File: src/rtl/id_issue_if.sv
// id_issue_if: fetch-side handshake, flush, and decoded-bundle bus for id_issue.
//   Fetch in   : instr_i[31:0], pc_i[31:0], in_valid -> ; <- in_ready
//   Redirect   : flush
//   Bundle out : out_valid, pc_o, rs, rt, rd, opcode, func, address, immediate,
//                RegDst, ALUSrc, MemtoReg, RegWrite, MemRead, MemWrite, ALUOp,
//                Jump, illegal -> ; <- out_ready
//   Statistics : bubble_cnt, squash_cnt (CNT_W bits each)
// The master modport is the environment (fetch + ID/RR stage); the slave is id_issue.
interface id_issue_if #(
  parameter int unsigned CNT_W = 16
);
  logic [31:0]      instr_i;
  logic [31:0]      pc_i;
  logic             in_valid;
  logic             in_ready;
  logic             flush;
  logic             out_valid;
  logic             out_ready;
  logic [31:0]      pc_o;
  logic [4:0]       rs;
  logic [4:0]       rt;
  logic [4:0]       rd;
  logic [5:0]       opcode;
  logic [5:0]       func;
  logic [25:0]      address;
  logic [15:0]      immediate;
  logic             RegDst;
  logic             ALUSrc;
  logic             MemtoReg;
  logic             RegWrite;
  logic             MemRead;
  logic             MemWrite;
  logic [1:0]       ALUOp;
  logic             Jump;
  logic             illegal;
  logic [CNT_W-1:0] bubble_cnt;
  logic [CNT_W-1:0] squash_cnt;

  modport master (
    output instr_i, pc_i, in_valid, flush, out_ready,
    input  in_ready, out_valid, pc_o, rs, rt, rd, opcode, func, address,
           immediate, RegDst, ALUSrc, MemtoReg, RegWrite, MemRead, MemWrite,
           ALUOp, Jump, illegal, bubble_cnt, squash_cnt
  );

  modport slave (
    input  instr_i, pc_i, in_valid, flush, out_ready,
    output in_ready, out_valid, pc_o, rs, rt, rd, opcode, func, address,
           immediate, RegDst, ALUSrc, MemtoReg, RegWrite, MemRead, MemWrite,
           ALUOp, Jump, illegal, bubble_cnt, squash_cnt
  );
endinterface

File: src/rtl/id_issue.sv
// id_issue: instruction decode / issue stage.
//   Decodes a fetched MIPS-subset word into a registered bundle (1-cycle
//   latency), inserts one bubble on a load-use hazard against the held
//   bundle, optionally discards the word fetched after an accepted j, and
//   honours a later-stage flush.
// Ports:
//   clk  : single clock, all state on posedge
//   rst  : synchronous active-high reset
//   bus  : id_issue_if.slave (fetch handshake, flush, bundle, counters)
// Parameters:
//   SQUASH_JUMP_SLOT : 1 = discard the word after an accepted j
//   CNT_W            : width of bubble_cnt / squash_cnt (saturating)
module id_issue #(
  parameter int unsigned SQUASH_JUMP_SLOT = 1,
  parameter int unsigned CNT_W            = 16
) (
  input logic       clk,
  input logic       rst,
  id_issue_if.slave bus
);

  localparam logic [5:0] OP_RTYPE = 6'b000000;
  localparam logic [5:0] OP_LW    = 6'b100011;
  localparam logic [5:0] OP_SW    = 6'b101011;
  localparam logic [5:0] OP_BEQ   = 6'b000100;
  localparam logic [5:0] OP_ADDI  = 6'b001000;
  localparam logic [5:0] OP_J     = 6'b000010;

  localparam logic [CNT_W-1:0] CNT_ONE = {{(CNT_W-1){1'b0}}, 1'b1};

  typedef enum logic {
    ST_RUN,
    ST_SQUASH
  } state_t;

  typedef struct packed {
    logic       reg_dst;
    logic       alu_src;
    logic       mem_to_reg;
    logic       reg_write;
    logic       mem_read;
    logic       mem_write;
    logic [1:0] alu_op;
    logic       jump;
  } ctrl_t;

  typedef struct packed {
    logic [31:0] pc;
    logic [4:0]  rs;
    logic [4:0]  rt;
    logic [4:0]  rd;
    logic [5:0]  opcode;
    logic [5:0]  func;
    logic [25:0] address;
    logic [15:0] immediate;
    ctrl_t       ctrl;
    logic        illegal;
  } bundle_t;

  state_t           r_state;
  state_t           w_state_nxt;
  bundle_t          r_bundle;
  bundle_t          w_bundle_nxt;
  bundle_t          w_dec;
  logic             r_out_valid;
  logic             w_out_valid_nxt;
  logic [CNT_W-1:0] r_bubble_cnt;
  logic [CNT_W-1:0] w_bubble_cnt_nxt;
  logic [CNT_W-1:0] r_squash_cnt;
  logic [CNT_W-1:0] w_squash_cnt_nxt;
  logic             w_uses_rt;
  logic             w_free;
  logic             w_hazard;
  logic             w_accept;

  // Field split and control decode of the incoming word.
  always_comb begin
    w_dec           = '0;
    w_dec.pc        = bus.pc_i;
    w_dec.opcode    = bus.instr_i[31:26];
    w_dec.rs        = bus.instr_i[25:21];
    w_dec.rt        = bus.instr_i[20:16];
    w_dec.rd        = bus.instr_i[15:11];
    w_dec.func      = bus.instr_i[5:0];
    w_dec.immediate = bus.instr_i[15:0];
    w_dec.address   = bus.instr_i[25:0];
    w_uses_rt       = 1'b0;
    unique case (bus.instr_i[31:26])
      OP_RTYPE: begin
        w_dec.ctrl = 9'b1_0_0_1_0_0_10_0;
        w_uses_rt  = 1'b1;
      end
      OP_LW:   w_dec.ctrl = 9'b0_1_1_1_1_0_00_0;
      OP_SW: begin
        w_dec.ctrl = 9'b0_1_0_0_0_1_00_0;
        w_uses_rt  = 1'b1;
      end
      OP_BEQ: begin
        w_dec.ctrl = 9'b0_0_0_0_0_0_01_0;
        w_uses_rt  = 1'b1;
      end
      OP_ADDI: w_dec.ctrl = 9'b0_1_0_1_0_0_00_0;
      OP_J:    w_dec.ctrl = 9'b0_0_0_0_0_0_00_1;
      default: w_dec.illegal = 1'b1;
    endcase
  end

  // Output register may load when empty or being drained this cycle.
  assign w_free = !r_out_valid || bus.out_ready;

  // Load-use: the held bundle is a load whose destination is read by the
  // incoming word; $0 never creates a dependency.
  assign w_hazard = r_out_valid && r_bundle.ctrl.mem_read && (r_bundle.rt != 5'd0) &&
                    ((r_bundle.rt == w_dec.rs) || (w_uses_rt && (r_bundle.rt == w_dec.rt)));

  assign bus.in_ready = !rst && !bus.flush && w_free && !w_hazard;
  assign w_accept     = bus.in_valid && bus.in_ready;

  // Next-state / next-bundle. Reset is applied in the register process.
  always_comb begin
    w_state_nxt      = r_state;
    w_bundle_nxt     = r_bundle;
    w_out_valid_nxt  = r_out_valid;
    w_bubble_cnt_nxt = r_bubble_cnt;
    w_squash_cnt_nxt = r_squash_cnt;
    if (bus.flush) begin
      w_out_valid_nxt = 1'b0;
      w_state_nxt     = ST_RUN;
    end else if (w_free) begin
      if (w_hazard) begin
        w_out_valid_nxt = 1'b0;
        if (r_bubble_cnt != '1) w_bubble_cnt_nxt = r_bubble_cnt + CNT_ONE;
      end else if (w_accept) begin
        if (r_state == ST_SQUASH) begin
          w_out_valid_nxt = 1'b0;
          w_state_nxt     = ST_RUN;
          if (r_squash_cnt != '1) w_squash_cnt_nxt = r_squash_cnt + CNT_ONE;
        end else begin
          w_bundle_nxt    = w_dec;
          w_out_valid_nxt = 1'b1;
          if ((SQUASH_JUMP_SLOT != 0) && w_dec.ctrl.jump) w_state_nxt = ST_SQUASH;
        end
      end else begin
        w_out_valid_nxt = 1'b0;
      end
    end
  end

  always_ff @(posedge clk) begin
    if (rst) begin
      r_state      <= ST_RUN;
      r_bundle     <= '0;
      r_out_valid  <= 1'b0;
      r_bubble_cnt <= '0;
      r_squash_cnt <= '0;
    end else begin
      r_state      <= w_state_nxt;
      r_bundle     <= w_bundle_nxt;
      r_out_valid  <= w_out_valid_nxt;
      r_bubble_cnt <= w_bubble_cnt_nxt;
      r_squash_cnt <= w_squash_cnt_nxt;
    end
  end

  assign bus.out_valid  = r_out_valid;
  assign bus.pc_o       = r_bundle.pc;
  assign bus.rs         = r_bundle.rs;
  assign bus.rt         = r_bundle.rt;
  assign bus.rd         = r_bundle.rd;
  assign bus.opcode     = r_bundle.opcode;
  assign bus.func       = r_bundle.func;
  assign bus.address    = r_bundle.address;
  assign bus.immediate  = r_bundle.immediate;
  assign bus.RegDst     = r_bundle.ctrl.reg_dst;
  assign bus.ALUSrc     = r_bundle.ctrl.alu_src;
  assign bus.MemtoReg   = r_bundle.ctrl.mem_to_reg;
  assign bus.RegWrite   = r_bundle.ctrl.reg_write;
  assign bus.MemRead    = r_bundle.ctrl.mem_read;
  assign bus.MemWrite   = r_bundle.ctrl.mem_write;
  assign bus.ALUOp      = r_bundle.ctrl.alu_op;
  assign bus.Jump       = r_bundle.ctrl.jump;
  assign bus.illegal    = r_bundle.illegal;
  assign bus.bubble_cnt = r_bubble_cnt;
  assign bus.squash_cnt = r_squash_cnt;

endmodule

File: src/flat_wrapper.sv
// flat-port wrapper written by rule: the top's interface ports become plain ports
module id_issue_flat 
#(
  parameter int unsigned SQUASH_JUMP_SLOT = 1,
  parameter int unsigned CNT_W            = 16
)
  (clk, rst, bus_instr_i, bus_pc_i, bus_in_valid, bus_flush, bus_out_ready, bus_in_ready, bus_out_valid, bus_pc_o, bus_rs, bus_rt, bus_rd, bus_opcode, bus_func, bus_address, bus_immediate, bus_RegDst, bus_ALUSrc, bus_MemtoReg, bus_RegWrite, bus_MemRead, bus_MemWrite, bus_ALUOp, bus_Jump, bus_illegal, bus_bubble_cnt, bus_squash_cnt);
  id_issue_if #(.CNT_W(CNT_W)) bus_i ();
  input logic clk;
  input logic rst;
  input wire logic [$bits(bus_i.instr_i)-1:0] bus_instr_i;
  input wire logic [$bits(bus_i.pc_i)-1:0] bus_pc_i;
  input wire logic [$bits(bus_i.in_valid)-1:0] bus_in_valid;
  input wire logic [$bits(bus_i.flush)-1:0] bus_flush;
  input wire logic [$bits(bus_i.out_ready)-1:0] bus_out_ready;
  output wire logic [$bits(bus_i.in_ready)-1:0] bus_in_ready;
  output wire logic [$bits(bus_i.out_valid)-1:0] bus_out_valid;
  output wire logic [$bits(bus_i.pc_o)-1:0] bus_pc_o;
  output wire logic [$bits(bus_i.rs)-1:0] bus_rs;
  output wire logic [$bits(bus_i.rt)-1:0] bus_rt;
  output wire logic [$bits(bus_i.rd)-1:0] bus_rd;
  output wire logic [$bits(bus_i.opcode)-1:0] bus_opcode;
  output wire logic [$bits(bus_i.func)-1:0] bus_func;
  output wire logic [$bits(bus_i.address)-1:0] bus_address;
  output wire logic [$bits(bus_i.immediate)-1:0] bus_immediate;
  output wire logic [$bits(bus_i.RegDst)-1:0] bus_RegDst;
  output wire logic [$bits(bus_i.ALUSrc)-1:0] bus_ALUSrc;
  output wire logic [$bits(bus_i.MemtoReg)-1:0] bus_MemtoReg;
  output wire logic [$bits(bus_i.RegWrite)-1:0] bus_RegWrite;
  output wire logic [$bits(bus_i.MemRead)-1:0] bus_MemRead;
  output wire logic [$bits(bus_i.MemWrite)-1:0] bus_MemWrite;
  output wire logic [$bits(bus_i.ALUOp)-1:0] bus_ALUOp;
  output wire logic [$bits(bus_i.Jump)-1:0] bus_Jump;
  output wire logic [$bits(bus_i.illegal)-1:0] bus_illegal;
  output wire logic [$bits(bus_i.bubble_cnt)-1:0] bus_bubble_cnt;
  output wire logic [$bits(bus_i.squash_cnt)-1:0] bus_squash_cnt;
  assign bus_i.instr_i = bus_instr_i;
  assign bus_i.pc_i = bus_pc_i;
  assign bus_i.in_valid = bus_in_valid;
  assign bus_i.flush = bus_flush;
  assign bus_i.out_ready = bus_out_ready;
  assign bus_in_ready = bus_i.in_ready;
  assign bus_out_valid = bus_i.out_valid;
  assign bus_pc_o = bus_i.pc_o;
  assign bus_rs = bus_i.rs;
  assign bus_rt = bus_i.rt;
  assign bus_rd = bus_i.rd;
  assign bus_opcode = bus_i.opcode;
  assign bus_func = bus_i.func;
  assign bus_address = bus_i.address;
  assign bus_immediate = bus_i.immediate;
  assign bus_RegDst = bus_i.RegDst;
  assign bus_ALUSrc = bus_i.ALUSrc;
  assign bus_MemtoReg = bus_i.MemtoReg;
  assign bus_RegWrite = bus_i.RegWrite;
  assign bus_MemRead = bus_i.MemRead;
  assign bus_MemWrite = bus_i.MemWrite;
  assign bus_ALUOp = bus_i.ALUOp;
  assign bus_Jump = bus_i.Jump;
  assign bus_illegal = bus_i.illegal;
  assign bus_bubble_cnt = bus_i.bubble_cnt;
  assign bus_squash_cnt = bus_i.squash_cnt;
  id_issue #(.SQUASH_JUMP_SLOT(SQUASH_JUMP_SLOT), .CNT_W(CNT_W)) u_core (.clk(clk), .rst(rst), .bus(bus_i));
endmodule
File: config.mk
export PLATFORM = sky130hd
export DESIGN_NAME = id_issue_flat
export DESIGN_NICKNAME = d
export VERILOG_FILES = /design/src/rtl/id_issue_if.sv /design/src/rtl/id_issue.sv /design/src/flat_wrapper.sv
export SDC_FILE = /design/constraint.sdc
export NUM_CORES = 1
export LEC_CHECK = 0
export ABC_AREA = 1
export BUFFER_PORTS_ARGS = -buffer_cell sky130_fd_sc_hd__buf_2
export CORE_MARGIN = 2
export CORE_UTILIZATION = 35
export DETAILED_ROUTE_END_ITERATION = 8
export PLACE_DENSITY = 0.61
export SLEW_MARGIN = 10
export SYNTH_ARGS = -nofsm -noshare
export SYNTH_HDL_FRONTEND = slang
export SYNTH_SLANG_ARGS = --single-unit
export TNS_END_PERCENT = 30
File: constraint.sdc
create_clock -name clk -period 1.8 [get_ports clk]
set_input_delay 0.27 -clock clk [delete_from_list [all_inputs] [get_ports clk]]
set_output_delay 0.27 -clock clk [all_outputs]
set_load 0.005 [all_outputs]
==> summary.md, run 1 <==
| Metric | Value |
|---|---|
| First-pass GRT wire length | `26000 um` |
| Yosys Warn Count | `0` |
| Top cell type by total area after synthesis | `dfxtp_1` |
| Avg Cell Area, Syn | `7.34 um^2` |
| Number of global-route vias before repair | `5103` |
| Vias/cell | `4.99` |
| Peak Freq | `534 MHz` |
| Kind of end point of the critical path | `primary output` |
| Final worst setup slack | `-0.0730 ns` |
| Final core utilization | `48.9%` |
| Synth cell types | `31` |
| Placement Rows | `44` |
| VDD IR max | `0.401 mV` |
| CTS buffer count | `9` |
| Tightest Pin Transition | `1.05 ns` |
| Critical-path top delay cell | `dfxtp_4` |
| Worst hold slack | `0.184 ns` |
| DRC | `0` |
| Post-synth top cells | `nand2_1 (148), dfxtp_1 (106), a21oi_1 (92)` |
| CTS H-tree lvls | `3` |
| Post-synthesis async set-or-reset flop share | `0%` |
| Reg2reg end | `u_core.bus.pc_o[14]` |
| TritonCTS clock tree | `done` |
| Logic pwr share | `10.9%` |
| HP Start | `bus_instr_i[11]` |
| Die width | `126 um` |
| Final setup violation count | `20` |
| Area growth, synth to finish | `35.9%` |
| Largest net degree at the start of global routing | `91` |
| Net Switching | `0.00125 W` |
| Initial antenna violation count | `0` |
| Max_cap viols | `0` |
| Reg power frac | `48.3%` |
| I/O Buffers | `213` |
| Dpl hpwl | `10900 um` |
| Clock Latency Late Sink | `0.35 ns` |
| Worst Hold Depth | `3` |
| Headroom to the max-slew limit | `29.8%` |
| Power per cell area | `704 nW/um^2` |
| Maximum root-to-sink buffer count | `2` |
| Sequential element share of the synthesized area | `40.5%` |
| LEAKAGE | `3.37 nW` |
| CTS Root Cell | `clkbuf_16` |
| Status | `finished with violations` |
| Post-DRT Antenna Nets | `0` |
| Crit Path Class | `flip-flop to primary output` |
| Crit path max fanout | `5` |
| Count leader, synth | `nand2_1` |
| TritonRoute pass-1 iters | `5` |
| DRT Wirelength | `16400 um` |
| Drt initial violations | `311` |
| Violated checks | `negative setup slack` |
| Clock network fraction of total power | `40.8%` |
| Fin crit share | `104%` |
| # diodes | `0` |
| Mapped Nets | `785` |
| R2R depth | `11` |
| Clock Pin Slew Worst Setup and Hold Paths | `0.07 ns` |
| Total track usage | `20.1%` |
| Synth area leaders | `dfxtp_1 (40%), nand2_1 (11%), nand4_1 (10%)` |
| Worst EP arrival | `1.60 ns` |
| Num ports | `214` |
| Wire per inst | `14.7 um` |
| Tmin final | `1.87 ns` |
| Dpl ws | `-0.116 ns` |
| Power Internal | `0.00377 W` |
| Via count | `5549` |
| Final Hold Fails | `0` |
| Post-synthesis instance total | `714` |
| Sw Ratio | `24.8%` |
| Crit path max-delay family | `simple AND/OR/NAND/NOR gates` |
| Hold_buf cts | `0` |
| Layout cells sized above 1 | `36.1%` |
| Clk sink count | `106` |
| Initial Utilization | `35.9%` |
| Fillers | `1437` |
| Nets | `994` |
| Worst path bufs/invs | `2` |
| Sink of the worst hold path | `u_core.bus.immediate[11]` |
| EDFF count, synth | `0` |
| CP peak stage delay | `0.36 ns` |
| Flops & latches, synth | `106` |
| Top cell type's share of synthesized area | `40.5%` |
| Worst clock skew | `0.00827 ns` |
| Worst reg2reg path startpoint | `u_core.bus.address[17]` |
| GPL Wtd Cong | `0.892` |
| Crit path launch type | `flip-flop` |
| Max Slew Vio Count | `0` |
| Main synth FF type | `dfxtp_1` |
| CP Data Required Time | `1.53 ns` |
| Gr ovfl total | `0` |
| R2R setup slack | `-0.03 ns` |
| Core Region | `14600 um^2` |
| Post-Syn Area | `5240 um^2` |
| Die area | `16000 um^2` |
| Hold/Removal Path Class | `primary input to flip-flop` |
| RSZ-0062 raised after global routing | `yes` |
| Crit path cell chain | `or2_0, a21oi_1, nand4_1, nand2_2, a21oi_4, buf_12, buf_6` |
| Die height | `126 um` |
metal layers:
metal,global-route usage [%],share of wire (%)
met1,27.0,46
met5,0,0
met4,6.92,1.7
met3,3.08,5.1
met2,33.0,47
placed cells by master, fill, tap and decap left out, types with 8 or more instances in the layout:
| cell type | n |
|---|---|
| a21oi_1 | 87 |
| buf_12 | 8 |
| buf_2 | 213 |
| buf_4 | 52 |
| clkbuf_16 | 10 |
| dfxtp_1 | 100 |
| inv_1 | 43 |
| nand2_1 | 146 |
| nand3_1 | 27 |
| nand4_1 | 88 |
| nor2_1 | 47 |
| nor3_1 | 9 |
| xnor2_1 | 14 |
| xor2_1 | 13 |
how the worst max path moves through the flow:
| stage | start | end | slack [ns] | cells past startpoint |
|---|---|---|---|---|
| final | u_core.bus.address[17] | bus_in_ready | -0.07 | 7 |
| after global routing | u_core.bus.address[17] | u_core.bus.pc_o[20] | -0.22 | 11 |
| after CTS | u_core.bus.address[17] | bus_in_ready | -0.06 | 7 |
| after detailed placement | bus_instr_i[27] | u_core.bus.Jump | -0.12 | 11 |
| after global placement | bus_instr_i[26] | u_core.bus.Jump | -0.14 | 11 |
| after floorplan | u_core.bus.squash_cnt[0] | u_core.bus.squash_cnt[5] | 0.007 | 10 |
flip-flops by register name (all words and copies together) (netlist names), 2 cells and up:
name,count
u_core.bus.ALUOp,2
u_core.bus.pc_o,32
u_core.bus.immediate,15
u_core.bus.bubble_cnt,16
u_core.bus.address,11
u_core.bus.opcode,6
u_core.bus.squash_cnt,16
worst reg2reg max path: cells and delay by family (launching register included):
family | cells | cell delay [ns]
buffers and inverters | 3 | 0.44
AO/OA/AOI/OAI | 2 | 0.26
flip-flops | 1 | 0.36
AND/OR/NAND/NOR | 6 | 0.70
repair_timing:
item                                    4_1_cts  5_1_grt
gates cloned                                  2        2
pin swaps                                    10       37
buffers inserted                              5        2
endpoints found under the hold margin         0        0
endpoints found under the setup margin        5      107
gates resized for setup                      10       28
power groups by stage:
stage	registers, W	logic (W)	clock network (W)
6_report	0.00243	0.000545	0.00205
5_1_grt	0.00243	0.000602	0.00221
4_1_cts	0.00243	0.000531	0.00212
3_5_place_dp	0.00248	0.000493	0
3_3_place_gp	0.00248	0.000494	0
2_1_floorplan	0.00249	0.000258	0
final cells by class:
class	count	area (um^2)	area share, %
clock inverters	5	61.3	0.860
clock buffers	11	243	3.41
well taps	184	230	3.23
flip-flops and latches	106	2130	30.0
inverters	48	180	2.53
repair buffers	283	1780	25.0
multi-input cells	475	2490	35.0
per-stage QoR:
stage / TNS (ns) / power (W) / cell area [um^2] / std cells
finish: -0.253 / 0.00502 / 7130 / 1112
global route: -15.80 / 0.00525 / 7130 / 1112
CTS: -0.262 / 0.00508 / 7000 / 1108
detailed placement: -4.83 / 0.00297 / 6580 / 1085
global placement: -3.05 / 0.00297 / 6580 / 1085
floorplan: 0 / 0.00274 / 5240 / 714
cells by family (layout without fill, tap and decap cells):
group                      after synthesis  count (layout)  share of synthesized area, %
and+or+nand+nor                        341             341                          30.9
DFF                                    106             106                          40.5
buffers and inverters                  133             347                          13.3
xor gates and xnor gates                27              27                          4.51
AOI/OAI and AO/OA                      105             105                          10.4
adders and majority gates                2               2                         0.477
Power figures use the tool's default switching activity.
==> run 2: changes to the inputs <==
SKIP_CTS_REPAIR_TIMING = 1   (was not set)
==> run 2 against run 1 <==
  * The run still ends with negative setup slack left
  * Sequential share of layout area fell by 1.8 points
  * Worst hold slack lost 0.0019 ns
  * Utilization grew 3.3 points
  * Largest power group unchanged
==> summary.md, run 2 (synthesized netlist as in run 1, its figures left out) <==
| Metric | Value |
|---|---|
| Power per cell area | `668 nW/um^2 (-5.2%)` |
| Max_cap viols | `0 (unchanged)` |
| Max Slew Vio Count | `0 (unchanged)` |
| GPL Wtd Cong | `0.892 (unchanged)` |
| Critical-path top delay cell | `dfxtp_4` |
| Tightest Pin Transition | `1.21 ns (+0.155 ns)` |
| Drt initial violations | `280 (-10%)` |
| Peak Freq | `516 MHz (-3.3%)` |
| Status | `finished with violations` |
| Crit path launch type | `flip-flop` |
| Sw Ratio | `25.1% (+0.26 points)` |
| Logic pwr share | `11.8% (+0.9 points)` |
| Final setup violation count | `60 (+200%)` |
| Placement Rows | `44 (unchanged)` |
| TritonCTS clock tree | `done` |
| Power Internal | `0.00381 W (+0.84%)` |
| Dpl hpwl | `10900 um (unchanged)` |
| CTS Root Cell | `clkbuf_16` |
| Hold/Removal Path Class | `primary input to flip-flop` |
| Layout cells sized above 1 | `42.0% (+5.9 points)` |
| Wire per inst | `15.4 um (+4.7%)` |
| Die area | `16000 um^2 (unchanged)` |
| First-pass GRT wire length | `25300 um (-2.9%)` |
| Fin crit share | `108% (+3.6 points)` |
| Design area | `7600 um^2 (+6.7%)` |
| Initial Utilization | `35.9% (unchanged)` |
| Vias/cell | `5.05 (+1.2%)` |
| Worst clock skew | `0.0118 ns (+0.00350 ns)` |
| TritonRoute pass-1 iters | `5 (unchanged)` |
| Clock Latency Late Sink | `0.36 ns (about the same)` |
| Number of global-route vias before repair | `5017 (-1.7%)` |
| Total track usage | `19.4% (-0.68 points)` |
| Core Region | `14600 um^2 (unchanged)` |
| Most common cell after layout, fill and taps aside | `buf_2` |
| CTS buffer count | `9 (unchanged)` |
| Final Hold Fails | `0 (unchanged)` |
| Clock Pin Slew Worst Setup and Hold Paths | `0.08 ns (about the same)` |
| Nets | `1006 (+1.2%)` |
| DRT Wirelength | `17300 um (+5.8%)` |
| Net Switching | `0.00127 W (+2.2%)` |
| Via count | `5676 (+2.3%)` |
| R2R depth | `11 (unchanged)` |
| Headroom to the max-slew limit | `19.4% (-10 points)` |
| RSZ-0062 raised after global routing | `yes` |
| Fillers | `1399 (-2.6%)` |
| Clk sink count | `106 (unchanged)` |
| Cell mode on critical path | `nand3_1` |
| Area growth, synth to finish | `45.0%` |
| Max FFs per register | `32 (unchanged)` |
| Kind of end point of the critical path | `primary output` |
| Crit path cell chain | `nor3_2, nand3_1, nand3_1, inv_1, a21oi_4, buf_12, buf_6` |
| CP Data Required Time | `1.53 ns (about the same)` |
| DRC | `0 (unchanged)` |
| Dpl ws | `-0.116 ns (unchanged)` |
| Violated checks | `negative setup slack` |
| Gr ovfl total | `0 (unchanged)` |
| Final worst setup slack | `-0.137 ns (-0.0644 ns)` |
| Crit path max fanout | `8 (+3)` |
| Die height | `126 um (unchanged)` |
| # diodes | `0 (unchanged)` |
| Initial antenna violation count | `0 (unchanged)` |
| VDD IR max | `0.401 mV (about the same)` |
| Worst Hold Depth | `3 (unchanged)` |
| Post-DRT Antenna Nets | `0 (unchanged)` |
| Worst EP arrival | `1.67 ns (+0.07 ns)` |
| Tmin final | `1.94 ns (+0.0644 ns)` |
| Die width | `126 um (unchanged)` |
| Num ports | `214 (unchanged)` |
| Clock network fraction of total power | `40.4% (-0.4 points)` |
| LEAKAGE | `3.52 nW (+4.5%)` |
| CP peak stage delay | `0.37 ns (about the same)` |
| CTS H-tree lvls | `3 (unchanged)` |
| I/O Buffers | `213 (unchanged)` |
| Maximum root-to-sink buffer count | `2 (unchanged)` |
| Setup_tns | `-5.81 ns (-5.56 ns)` |
| Crit Path Class | `flip-flop to primary output` |
| Reg power frac | `47.8% (-0.5 points)` |
| Largest net degree at the start of global routing | `91 (unchanged)` |
| Post-Place Cell Area | `6580 um^2 (unchanged)` |
| Most frequent cells in the layout | `buf_2 (212), nand2_1 (123), dfxtp_1 (99), nand4_1 (88), a21oi_1 (69)` |
==> run 2: cell count changes in the layout (fill, tap and decap cells not counted), moves of 2 or more <==
cell	delta
clkbuf_16	+10
nand3_4	+2
a21oi_2	+18
nand2_2	+19
buf_12	+3
buf_6	-3
nand2_1	-23
nand2_4	+4
nand3_1	-2
buf_4	+5
a21oi_1	-18
==> run 2: worst paths after layout <==
check	start	slack, ns	endpoint
worst max-delay path	u_core.bus.address[19]	-0.14	bus_in_ready
worst max register to register	u_core.bus.address[19]	-0.13	u_core.bus.pc_o[30]
worst min register to register	u_core.bus.pc_o[24]	0.46	u_core.bus.pc_o[24]
worst min-delay path	bus_instr_i[9]	0.18	u_core.bus.immediate[9]
==> run 2: layer usage <==
layer	vias up	wire length, um	GRT usage, %	share of wire, %
li1	2835	-	-	-
met1	2631	7730	25.9	45
met2	195	8340	31.9	48
met3	15	1000	3.08	5.8
met4	0	280	6.92	1.6
met5	-	0	0	0
==> run 2: final cells by class <==
cell class                      count  area, um^2  share of cell area, %
Clock inverter                      5        61.3                  0.806
Inverter                           48         183                   2.40
Tap cell                          184         230                   3.03
Clock buffer                       11         243                   3.19
Timing Repair Buffer              295        2030                   26.7
Multi-Input combinational cell    475        2720                   35.7
Sequential cell                   106        2140                   28.1
==> run 2: power groups by stage <==
stage | clock (W) | sequential [W] | combinational (W)
2_1_floorplan | 0 | 0.00249 | 0.000258
3_3_place_gp | 0 | 0.00248 | 0.000494
3_5_place_dp | 0 | 0.00248 | 0.000493
4_1_cts | 0.00212 | 0.00243 | 0.000494
5_1_grt | 0.00221 | 0.00243 | 0.000657
6_report | 0.00205 | 0.00243 | 0.000602
==> run 2: critical path: cells and delay by family (launching register included) <==
kind,cells,cell delay (ns)
compound gates,1,0.22
buf+inv,3,0.36
flops,1,0.37
simple gates,3,0.37
==> run 2: stage by stage <==
| stage | hold WS, ns | power [W] | util [%] | instances |
|---|---|---|---|---|
| 2_1_floorplan | 0.405 | 0.00274 | - | 714 |
| 4_1_cts | 0.172 | 0.00504 | 47.2 | 1101 |
| 3_5_place_dp | 0.451 | 0.00297 | 45.1 | 1085 |
| 6_report | 0.182 | 0.00508 | 52.1 | 1124 |
| 5_1_grt | 0.191 | 0.00530 | 52.1 | 1124 |
| 3_3_place_gp | 0.447 | 0.00297 | 45.1 | 1085 |
==> run 3: changes to the inputs <==
CORE_ASPECT_RATIO = 0.6   (was not set)
==> run 3 against run 2 <==
  * The run still ends with negative setup slack left
  * Global-route usage is 0.77 points higher
  * Via count increased by 2.4%
  * Non-clock buffer count is 7 higher
  * Combinational power up 3%
  * Register-to-register slack gained 0.04 ns
  * Clock skew shrank 0.0024 ns
  * Sequential cell count unchanged
  * First-iteration DRC count increased by 41%
  * Largest power group unchanged
  * Wire length rose by 7.5%
  * Power down 1.5%
  * Critical path type unchanged
  * Fmax is 4.7% lower
  * Utilization rose by 0.35 points
  * Largest cell class unchanged
==> summary.md, run 3 (synthesized netlist as in run 1, its figures left out) <==
| Metric | Value |
|---|---|
| Total Power | `0.00500 W (-1.5%)` |
| Hold/Removal Path Class | `primary input to flip-flop` |
| TritonCTS clock tree | `done` |
| Area growth, synth to finish | `45.6%` |
| DRT Wirelength | `18600 um (+7.5%)` |
| Headroom to the max-slew limit | `24.5% (+5.1 points)` |
| Via count | `5810 (+2.4%)` |
| Clk sink count | `106 (unchanged)` |
| DRC | `0 (unchanged)` |
| Crit Path Class | `flip-flop to primary output` |
| CTS Root Cell | `clkbuf_16` |
| Tmin final | `2.03 ns (+0.0952 ns)` |
| Peak Freq | `492 MHz (-4.7%)` |
| LEAKAGE | `3.52 nW (-0.25%)` |
| Number of global-route vias before repair | `4960 (-1.1%)` |
| Initial Utilization | `36.0% (+0.099 points)` |
| Largest net degree at the start of global routing | `91 (unchanged)` |
| Die width | `162 um (+28%)` |
| Maximum root-to-sink buffer count | `2 (unchanged)` |
| CP Data Required Time | `1.53 ns (about the same)` |
| First-pass GRT wire length | `26100 um (+3.3%)` |
| Max FFs per register | `32 (unchanged)` |
| Die height | `98.8 um (-22%)` |
| Clock Latency Late Sink | `0.35 ns (about the same)` |
| Placement Rows | `34 (-23%)` |
| VDD IR max | `0.428 mV (+6.8%)` |
| Tightest Pin Transition | `1.13 ns (-0.0766 ns)` |
| Kind of end point of the critical path | `primary output` |
| GPL Wtd Cong | `0.888 (-0.43%)` |
| TritonRoute pass-1 iters | `5 (unchanged)` |
| Final Hold Fails | `0 (unchanged)` |
| Post-Place Cell Area | `6610 um^2 (+0.46%)` |
| RSZ-0062 raised after global routing | `yes` |
| Max_cap viols | `0 (unchanged)` |
| Most common cell after layout, fill and taps aside | `buf_2` |
| CTS buffer count | `9 (unchanged)` |
| Fin crit share | `113% (+5.3 points)` |
| Nets | `1014 (+0.80%)` |
| Max Slew Vio Count | `0 (unchanged)` |
| Most frequent cells in the layout | `buf_2 (212), nand2_1 (133), dfxtp_1 (99), nand4_1 (88), a21oi_1 (73)` |
| Die area | `16000 um^2 (+0.20%)` |
| Final setup violation count | `69 (+15%)` |
| I/O Buffers | `213 (unchanged)` |
| Power per cell area | `656 nW/um^2 (-1.9%)` |
| Vias/cell | `5.07 (+0.40%)` |
| Total track usage | `20.2% (+0.77 points)` |
| Post-DRT Antenna Nets | `0 (unchanged)` |
| Status | `finished with violations` |
| Final worst setup slack | `-0.233 ns (-0.0952 ns)` |
| Fillers | `1451 (+3.7%)` |
| Wire per inst | `16.3 um (+5.4%)` |
| Gr ovfl total | `0 (unchanged)` |
| Design area | `7630 um^2 (+0.39%)` |
| Worst EP arrival | `1.76 ns (+0.09 ns)` |
| Layout cells sized above 1 | `41.7% (-0.35 points)` |
| Dpl hpwl | `11600 um (+6.2%)` |
| Worst clock skew | `0.00935 ns (-0.00242 ns)` |
| Core Region | `14500 um^2 (-0.27%)` |
| CTS H-tree lvls | `3 (unchanged)` |
| # diodes | `0 (unchanged)` |
| Drt initial violations | `396 (+41%)` |
| Violated checks | `negative setup slack` |
| Crit path max fanout | `6 (-2)` |
| Clock Pin Slew Worst Setup and Hold Paths | `0.08 ns (about the same)` |
| Num ports | `214 (unchanged)` |
| Initial antenna violation count | `0 (unchanged)` |
| Crit path launch type | `flip-flop` |
[run 3: cell count changes in the layout (fill, tap and decap cells not counted), sizes merged]
cell	delta
buf	+9
clkinvlp	+3
clkbuf	-4
inv	+1
clkinv	-1
bufinv	-1
nand4	+1
[run 3: through the flow]
| step | instances | worst slack, ns | util [%] | hold WS (ns) | TNS, ns |
|---|---|---|---|---|---|
| 6_report | 1146 | -0.233 | 52.5 | 0.186 | -3.84 |
| 2_1_floorplan | 714 | 0.00694 | - | 0.405 | 0 |
| 4_1_cts | 1120 | -0.401 | 47.4 | 0.170 | -1.26 |
| 3_5_place_dp | 1104 | -0.0375 | 45.4 | 0.453 | -0.462 |
| 5_1_grt | 1146 | -0.324 | 52.5 | 0.183 | -13.12 |
| 3_3_place_gp | 1104 | -0.0586 | 45.4 | 0.448 | -0.485 |
[run 3: final timing paths]
check                           slack [ns]  depth (start not counted)              startpoint                    to
worst max-delay path                 -0.23                          8  u_core.bus.address[17]          bus_in_ready
worst min-delay path                  0.19                          3            bus_pc_i[14]   u_core.bus.pc_o[14]
worst max register to register       -0.09                         10  u_core.bus.address[18]  u_core.bus.opcode[4]
worst min register to register        0.46                          2     u_core.bus.MemWrite   u_core.bus.MemWrite
[run 3: worst max-delay path, cell delays in order, from the launching register on]
cell,delay [ns]
dfxtp_4,0.36
or2_0,0.19
a21oi_1,0.15
nand4_1,0.16
nand2_2,0.12
buf_6,0.10
a21oi_4,0.08
buf_12,0.14
buf_6,0.11
[run 3: area by class of cell]
cell class                 count  area [um^2]  area share (%)
multi-input combinational    476         2740            35.8
sequential                   106         2140            28.1
timing repair buffer         302         2040            26.7
tap                          198          248            3.25
clock buffer                   9          225            2.95
inverter                      48          180            2.36
clock inverter                 7         62.6           0.820
[run 3: report_power, final]
part | total, W | leakage, nW | internal (W) | switching [W]
combinational | 0.000619 | 2.52 | 0.000290 | 0.000329
clock | 0.00196 | 0.132 | 0.000968 | 0.000990
sequential | 0.00243 | 0.863 | 0.00239 | 0.0000385
[run 3: layer usage]
metal / track usage, % / up-vias / part of all wire (%)
li1: - / 2846 / -
met1: 29.9 / 2705 / 48
met2: 30.2 / 251 / 43
met3: 4.80 / 8 / 8.3
met4: 3.47 / 0 / 0.52
met5: 0 / - / 0
